===== src/rtl/spy_target_pkg.sv =====
// spy_target_pkg: shared constants and types for the CADR spy-port target.
// Holds the spy register address map, the MODE register bit layout and the
// single-step FSM state encoding.
package spy_target_pkg;

    // Spy register addresses (eadr values)
    localparam logic [3:0] SPY_PC      = 4'd0;
    localparam logic [3:0] SPY_STATUS  = 4'd1;
    localparam logic [3:0] SPY_MODE    = 4'd2;
    localparam logic [3:0] SPY_STEPCNT = 4'd3;
    localparam logic [3:0] SPY_SCRATCH = 4'd4;
    localparam logic [3:0] SPY_ID      = 4'd5;
    localparam logic [3:0] SPY_TRACE   = 4'd6;

    // MODE register: bit 0 requests a CPU halt
    localparam int MODE_HALT_BIT = 0;

    // Single-step sequencer states
    typedef enum logic [1:0] {
        ST_IDLE  = 2'd0,
        ST_PULSE = 2'd1,
        ST_WAIT  = 2'd2
    } step_state_e;

endpackage


===== src/rtl/spy_trace_fifo.sv =====
// spy_trace_fifo: small PC trace buffer for the spy-port target.
// Overwrite-on-full: pushing into a full buffer drops the oldest entry so the
// buffer always holds the most recent DEPTH pushes. DEPTH must be a power of 2.
// Only instantiated when SPY_TARGET_TRACE_EN is defined.
module spy_trace_fifo #(
    parameter int DEPTH = 8,
    parameter int W     = 16,
    parameter int AW    = $clog2(DEPTH),
    parameter int CW    = $clog2(DEPTH + 1)
) (
    input  logic          clk,
    input  logic          reset,
    input  logic          i_push,
    input  logic [W-1:0]  i_din,
    input  logic          i_pop,
    output logic [W-1:0]  o_dout,
    output logic [CW-1:0] o_count
);

    localparam logic [CW-1:0] FULL_CNT = CW'(DEPTH);

    logic [W-1:0]  r_mem [DEPTH];
    logic [AW-1:0] r_wptr;
    logic [AW-1:0] r_rptr;
    logic [CW-1:0] r_count;
    logic          w_full;
    logic          w_pop;

    assign w_full  = (r_count == FULL_CNT);
    assign w_pop   = i_pop && (r_count != '0);
    assign o_dout  = r_mem[r_rptr];
    assign o_count = r_count;

    // Storage array: written on push, contents are don't-care until counted valid
    // NOTE: the data array is not reset; occupancy is tracked by r_count, so
    // stale contents are never visible and the array can map to plain RAM/flops.
    always_ff @(posedge clk) begin
        if (i_push) begin
            r_mem[r_wptr] <= i_din;
        end
    end

    // Pointers and occupancy; a push into a full buffer also advances the read side
    always_ff @(posedge clk or negedge reset) begin
        if (!reset) begin
            r_wptr  <= '0;
            r_rptr  <= '0;
            r_count <= '0;
        end else begin
            if (i_push) begin
                r_wptr <= r_wptr + AW'(1);
            end
            if (w_pop || (i_push && w_full)) begin
                r_rptr <= r_rptr + AW'(1);
            end
            case ({i_push, w_pop})
                2'b10:   if (!w_full) r_count <= r_count + CW'(1);
                2'b01:   r_count <= r_count - CW'(1);
                default: ;
            endcase
        end
    end

endmodule


===== src/rtl/spy_port_target.sv =====
// spy_port_target: target end of the CADR spy debug bus.
// Decodes eadr, returns registered read data while dbread is high, commits one
// write per rising edge of dbwrite, and runs a halt/single-step sequencer.
// Optional feature: define SPY_TARGET_TRACE_EN to add an 8-entry PC trace
// FIFO at address 6 (otherwise address 6 and trace_count read 0).
module spy_port_target
    import spy_target_pkg::*;
#(
    parameter logic [15:0] ID_VALUE = 16'hCADD,
    parameter int          STEP_W   = 16
) (
    input  logic        clk,
    input  logic        reset,
    input  logic [3:0]  eadr,
    input  logic        dbread,
    input  logic        dbwrite,
    input  logic [15:0] spy_in,
    output logic [15:0] spy_out,
    input  logic [13:0] pc_in,
    input  logic [5:0]  state_in,
    input  logic        machrun,
    input  logic        fetch,
    output logic        halt,
    output logic        step
);

    logic              r_dbwrite_d;
    logic              r_halt;
    logic [15:0]       r_scratch;
    logic [STEP_W-1:0] r_stepcnt;
    logic [15:0]       r_spy_out;
    step_state_e       r_state;
    step_state_e       w_next_state;

    logic              w_wr_stb;
    logic              w_wr_mode;
    logic              w_wr_cnt;
    logic              w_halt_clr;
    logic              w_cnt_abort;
    logic              w_fetch_done;
    logic              w_step;
    logic              w_step_busy;
    logic [STEP_W-1:0] w_cnt_wdata;
    logic [15:0]       w_rd_data;
    logic [3:0]        w_trace_count;
    logic [15:0]       w_trace_data;

    // Write strobe fires once per dbwrite assertion, in the cycle it rises
    assign w_wr_stb     = dbwrite && !r_dbwrite_d;
    assign w_wr_mode    = w_wr_stb && (eadr == SPY_MODE);
    // Step counts are only accepted while the CPU is held
    assign w_wr_cnt     = w_wr_stb && (eadr == SPY_STEPCNT) && r_halt;
    assign w_cnt_wdata  = spy_in[STEP_W-1:0];
    assign w_halt_clr   = w_wr_mode && !spy_in[MODE_HALT_BIT];
    assign w_cnt_abort  = w_wr_cnt && (w_cnt_wdata == '0);
    assign w_fetch_done = (r_state == ST_WAIT) && fetch;
    assign w_step_busy  = (r_state != ST_IDLE);

    assign halt    = r_halt;
    assign step    = w_step;
    assign spy_out = r_spy_out;

    // Bus-side registers: write edge detect, MODE and SCRATCH
    // NOTE: state elements use non-blocking assignments so every flop samples
    // pre-edge values regardless of the order the blocks are evaluated in.
    always_ff @(posedge clk or negedge reset) begin
        if (!reset) begin
            r_dbwrite_d <= 1'b0;
            r_halt      <= 1'b0;
            r_scratch   <= '0;
        end else begin
            r_dbwrite_d <= dbwrite;
            if (w_wr_mode) begin
                r_halt <= spy_in[MODE_HALT_BIT];
            end
            if (w_wr_stb && (eadr == SPY_SCRATCH)) begin
                r_scratch <= spy_in;
            end
        end
    end

    // Remaining step count: loaded by the driver, decremented at each completed step
    always_ff @(posedge clk or negedge reset) begin
        if (!reset) begin
            r_stepcnt <= '0;
        end else if (w_halt_clr) begin
            r_stepcnt <= '0;
        end else if (w_wr_cnt) begin
            // A new count landing on the completing fetch is charged for that step
            if (w_fetch_done && (w_cnt_wdata != '0)) begin
                r_stepcnt <= w_cnt_wdata - STEP_W'(1);
            end else begin
                r_stepcnt <= w_cnt_wdata;
            end
        end else if (w_fetch_done && (r_stepcnt != '0)) begin
            r_stepcnt <= r_stepcnt - STEP_W'(1);
        end
    end

    // Step sequencer state register
    always_ff @(posedge clk or negedge reset) begin
        if (!reset) begin
            r_state <= ST_IDLE;
        end else begin
            r_state <= w_next_state;
        end
    end

    // Step sequencer next state and step pulse
    // NOTE: every output of this block gets a default first so no path leaves
    // a value unassigned, which would otherwise infer a latch.
    always_comb begin
        w_next_state = r_state;
        w_step       = 1'b0;
        case (r_state)
            ST_IDLE: begin
                if (r_halt && (r_stepcnt != '0)) begin
                    w_next_state = ST_PULSE;
                end
            end
            ST_PULSE: begin
                w_step       = 1'b1;
                w_next_state = ST_WAIT;
            end
            ST_WAIT: begin
                if (fetch) begin
                    w_next_state = ST_IDLE;
                end
            end
            default: w_next_state = ST_IDLE;
        endcase
        // Releasing halt or writing a zero count abandons any stepping
        if (w_halt_clr || w_cnt_abort) begin
            w_next_state = ST_IDLE;
        end
    end

`ifdef SPY_TARGET_TRACE_EN
    logic        r_dbread_d;
    logic [15:0] r_trace_hold;
    logic [15:0] w_fifo_dout;
    logic        w_trace_pop;
    logic [15:0] w_trace_head;

    // Pop once at the start of a trace read; a combined read/write never pops
    assign w_trace_pop  = dbread && !r_dbread_d && !dbwrite && (eadr == SPY_TRACE);
    assign w_trace_head = (w_trace_count != 4'd0) ? w_fifo_dout : 16'h0000;
    assign w_trace_data = w_trace_pop ? w_trace_head : r_trace_hold;

    spy_trace_fifo #(
        .DEPTH (8),
        .W     (16)
    ) u_trace_fifo (
        .clk     (clk),
        .reset   (reset),
        .i_push  (fetch && machrun),
        .i_din   ({1'b1, 1'b0, pc_in}),
        .i_pop   (w_trace_pop),
        .o_dout  (w_fifo_dout),
        .o_count (w_trace_count)
    );

    // Hold the popped entry so it stays visible for the rest of the read
    always_ff @(posedge clk or negedge reset) begin
        if (!reset) begin
            r_dbread_d   <= 1'b0;
            r_trace_hold <= '0;
        end else begin
            r_dbread_d <= dbread;
            if (w_trace_pop) begin
                r_trace_hold <= w_trace_head;
            end
        end
    end
`else
    assign w_trace_count = 4'd0;
    assign w_trace_data  = 16'h0000;
`endif

    // Read data selection by spy address
    always_comb begin
        w_rd_data = '0;
        case (eadr)
            SPY_PC:      w_rd_data = {2'b00, pc_in};
            SPY_STATUS:  w_rd_data = {machrun, r_halt, w_step_busy, w_trace_count,
                                      3'b000, state_in};
            SPY_MODE:    w_rd_data[MODE_HALT_BIT] = r_halt;
            SPY_STEPCNT: w_rd_data = 16'(r_stepcnt);
            SPY_SCRATCH: w_rd_data = r_scratch;
            SPY_ID:      w_rd_data = ID_VALUE;
            SPY_TRACE:   w_rd_data = w_trace_data;
            default:     w_rd_data = '0;
        endcase
    end

    // Registered read port: zero unless a pure read is in progress
    always_ff @(posedge clk or negedge reset) begin
        if (!reset) begin
            r_spy_out <= '0;
        end else if (dbread && !dbwrite) begin
            r_spy_out <= w_rd_data;
        end else begin
            r_spy_out <= '0;
        end
    end

endmodule


===== config.mk =====
export PLATFORM = sky130hd
export DESIGN_NAME = spy_port_target
export DESIGN_NICKNAME = d
export VERILOG_FILES = /design/src/rtl/spy_target_pkg.sv /design/src/rtl/spy_trace_fifo.sv /design/src/rtl/spy_port_target.sv
export SDC_FILE = /design/constraint.sdc
export NUM_CORES = 1
export LEC_CHECK = 0
export BUFFER_PORTS_ARGS = -buffer_cell sky130_fd_sc_hd__clkbuf_2
export CAP_MARGIN = 20
export CORE_MARGIN = 3
export CORE_UTILIZATION = 43
export CTS_BUF_LIST = sky130_fd_sc_hd__clkbuf_8
export DETAILED_ROUTE_END_ITERATION = 8
export GPL_TIMING_DRIVEN = 0
export PLACE_DENSITY = 0.73
export SYNTH_ARGS = -nofsm -noshare
export SYNTH_HDL_FRONTEND = slang
export SYNTH_SLANG_ARGS = --single-unit

===== constraint.sdc =====
create_clock -name clk -period 4.05 [get_ports clk]
set_input_delay 0.81 -clock clk [delete_from_list [all_inputs] [get_ports clk]]
set_output_delay 0.81 -clock clk [all_outputs]
set_load 0.005 [all_outputs]

==> key figures <==
Outcome
  • Status: complete, no violations

Floorplan
  • Core Area: 7020 um2
  • Die Area: 8550 um2
  • Chip width: 92.5 um
  • Die Span Y: 92.5 um
  • IO Count: 64
  • Rows: 30
  • Initial Util: 0.458

Timing
  • Tcrit/Tclk final: 0.566
  • Worst hold slack: 0.490 ns
  • Final max-slew violation count: 0
  • Max Freq: 436 MHz
  • Fin worst setup slack: 1.76 ns
  • Final min period: 2.29 ns
  • RSZ-0062 raised after global routing: no
  • Final setup violation count: 0
  • Rel. slew slack: 0.551
  • TNS Setup: 0 ns
  • Tightest Pin Transition: 0.674 ns
  • Final hold viol count: 0
  • Clock Skew: 0.00847 ns

Clock network
  • CTS tree: yes
  • Post-cts sizing count: 0
  • CTS max path bufs: 2
  • Clock Root Buffer: clkbuf_8
  • H-tree Lvls: 2
  • Clock Pin Slew Worst Setup and Hold Paths: 0.10 ns
  • Clock latency on the worst-skew pair: 0.31 ns
  • Hold bufs inserted after CTS: 0
  • CTS sink count: 52
  • Post-CTS setup repair buffer count: 0
  • CTS buffer count: 5

Critical path
  • Worst EP arrival: 2.46 ns
  • Crit end category: flip-flop
  • Required @ worst endpoint: 4.22 ns
  • Critical path startpoint category: input port
  • CP Max Fanout: 10
  • Reg-to-reg endpoint: r_stepcnt[4]
  • Critical R2R Launch: r_stepcnt[0]
  • Flop-to-flop setup slack: 1.95 ns
  • Reg2reg path depth: 8
  • Critical path type: input port to flip-flop

Power and ir drop
  • Total leakage power: 1.60 nW
  • Peak supply drop: 0.000219 V
  • Pwr Total: 1.67 mW
  • Power density over cell area: 441 nW/um2

GRT
  • First-pass GRT wire length: 14,600 um
  • Largest net degree at the start of global routing: 29
  • Antenna violations before repair: 0
  • Vias in the first global route: 2,853
  • Total track usage: 0.214
  • Grt ovf: 0

Yosys
  • Post-Syn Nets: 380
  • Distinct cells, synth: 55
  • Compound-Gate Fraction of Synth Area: 0.134
  • Multiplexer area fraction after synthesis: 0.0720
  • Main flop type after synthesis: dfrtp_1
  • Ys Warns: 0
  • Synth Area in Simple Gates: 0.275
  • Avg Inst Size Synth: 9.74 um2
  • Xor and xnor area share after synthesis: 0.0681
  • Synthesized instance count: 330
  • Combinational family with the most area after synthesis: simple AND/OR/NAND/NOR gates
  • Register area share after synthesis: 0.405
  • Number of synthesized flops with an enable pin: 0
  • Cell area after synthesis: 3220 um2
  • Async SR Flop Fraction: 1.00
  • Register bit total from synthesis: 52
  • Adder-cell share of the synthesized area: 0.0156

Final layout
  • Area growth, synth to finish: 17.8%
  • Share of post-route cells with drive strength above 1: 0.287
  • Post-layout util: 0.540
  • Commonest non-fill, non-tap cell in the layout: clkbuf_2
  • Fillcell total: 674
  • Most frequent cells in the layout: clkbuf_2 (62), dfrtp_1 (52), nor2_1 (33)
  • Area of the multi-input gates: 1820 um2
  • Final nets: 450
  • Register area: 1300 um2
  • # diodes: 0
  • Design Area, Final: 3790 um2
  • Fin cells: 497

Placed design
  • Gp weighted congestion: 0.908
  • Pre-CTS WS: 1.47 ns
  • DP Cell Count: 489
  • Area after DPL: 3670 um2
  • Detailed placement HPWL: 6900 um
  • Port Buffers: 62

Detailed routing
  • Drt total wl: 8850 um
  • Vias: 2,913
  • DRC Markers: 0
  • Average wire per standard cell: 17.8 um
  • Initial DRC count: 246
  • TritonRoute pass-1 iters: 4
  • Post-DRT Antenna Nets: 0
  • Vias per cell: 5.86

Job
  • Max_cap viols: 0

Worst hold path
  • Hold path depth: 2
  • Hold Startpoint: r_scratch[6]
  • Hold Path Class: flip-flop to flip-flop
  • WHS Endpoint: r_scratch[6]
[cells in the mapped netlist (3+ instances only)]
cell	n	area (um2)
nand2_1	18	67.6
xor2_1	14	123
a22oi_1	3	22.5
nor4_1	7	43.8
buf_2	4	20.0
ha_1	4	50.1
mux2i_1	4	40.0
and4_1	3	26.3
a22o_1	3	26.3
dfrtp_1	52	1300
nor4_4	6	128
a221oi_1	3	26.3
nand4_1	9	56.3
inv_1	6	22.5
buf_4	4	30.0
nor2_1	33	124
mux2_2	17	191
clkbuf_1	7	26.3
nand4b_1	4	35.0
nand3b_1	3	22.5
o21ai_0	14	70.1
xnor2_1	11	96.3
nor2b_1	5	31.3
nor3_1	16	80.1
nand3_1	9	45.0
a21oi_1	21	105
o22ai_1	11	68.8
nor3b_1	3	22.5
[critical path: stages]
cell and delay, ns:
clkbuf_2 0.15, and4bb_2 0.33, buf_4 0.18, nand3_2 0.22, o21ai_1 0.29, buf_2 0.33, o22ai_1 0.13
[how the worst max path moves through the flow]
stage | from | to | slack (ns) | cells past startpoint
final | eadr[3] | r_stepcnt[12] | 1.76 | 7
after global routing | spy_in[11] | r_stepcnt[5] | 1.55 | 6
after CTS | eadr[3] | r_stepcnt[12] | 1.80 | 7
after detailed placement | eadr[3] | r_stepcnt[12] | 1.47 | 7
after global placement | eadr[3] | r_stepcnt[6] | 1.49 | 7
after floorplan | eadr[2] | r_stepcnt[12] | 1.90 | 7
[sequential cells by signal, indices dropped and copies added (netlist names)]
register     cells
r_state          2
spy_out         16
r_dbwrite_d      1
r_stepcnt       16
halt             1
r_scratch       16
[power breakdown]
| group | switching (mW) | internal [mW] |
|---|---|---|
| sequential | 0.156 | 0.625 |
| clock | 0.184 | 0.202 |
| combinational | 0.269 | 0.234 |
| total | 0.609 | 1.06 |
[layer usage]
| metal | vias up | track usage | wire (um) |
|---|---|---|---|
| li1 | 1358 | - | - |
| met1 | 1400 | 0.294 | 4000 |
| met2 | 136 | 0.353 | 4080 |
| met3 | 19 | 0.0349 | 627 |
| met4 | 0 | 0.0507 | 144 |
| met5 | - | 0 | 0 |
[final cells by class]
cell class,instances,share of cell area
Buffer,15,0.0202
Clock buffer,6,0.0218
Clock inverter,2,0.0102
Inverter,6,0.00595
Multi-Input combinational cell,257,0.479
Sequential cell,52,0.344
Tap cell,96,0.0317
Timing Repair Buffer,63,0.0872
[cell families (layout without fill, tap and decap cells)]
kind of cell / after synthesis / in the layout
and+or+nand+nor: 138 / 138
buffers and inverters: 21 / 92
xor gates and xnor gates: 25 / 25
DFF: 52 / 52
adders and majority gates: 4 / 4
AOI/OAI and AO/OA: 69 / 69
muxes: 21 / 21
No activity file was read; power rests on OpenSTA's default activity.
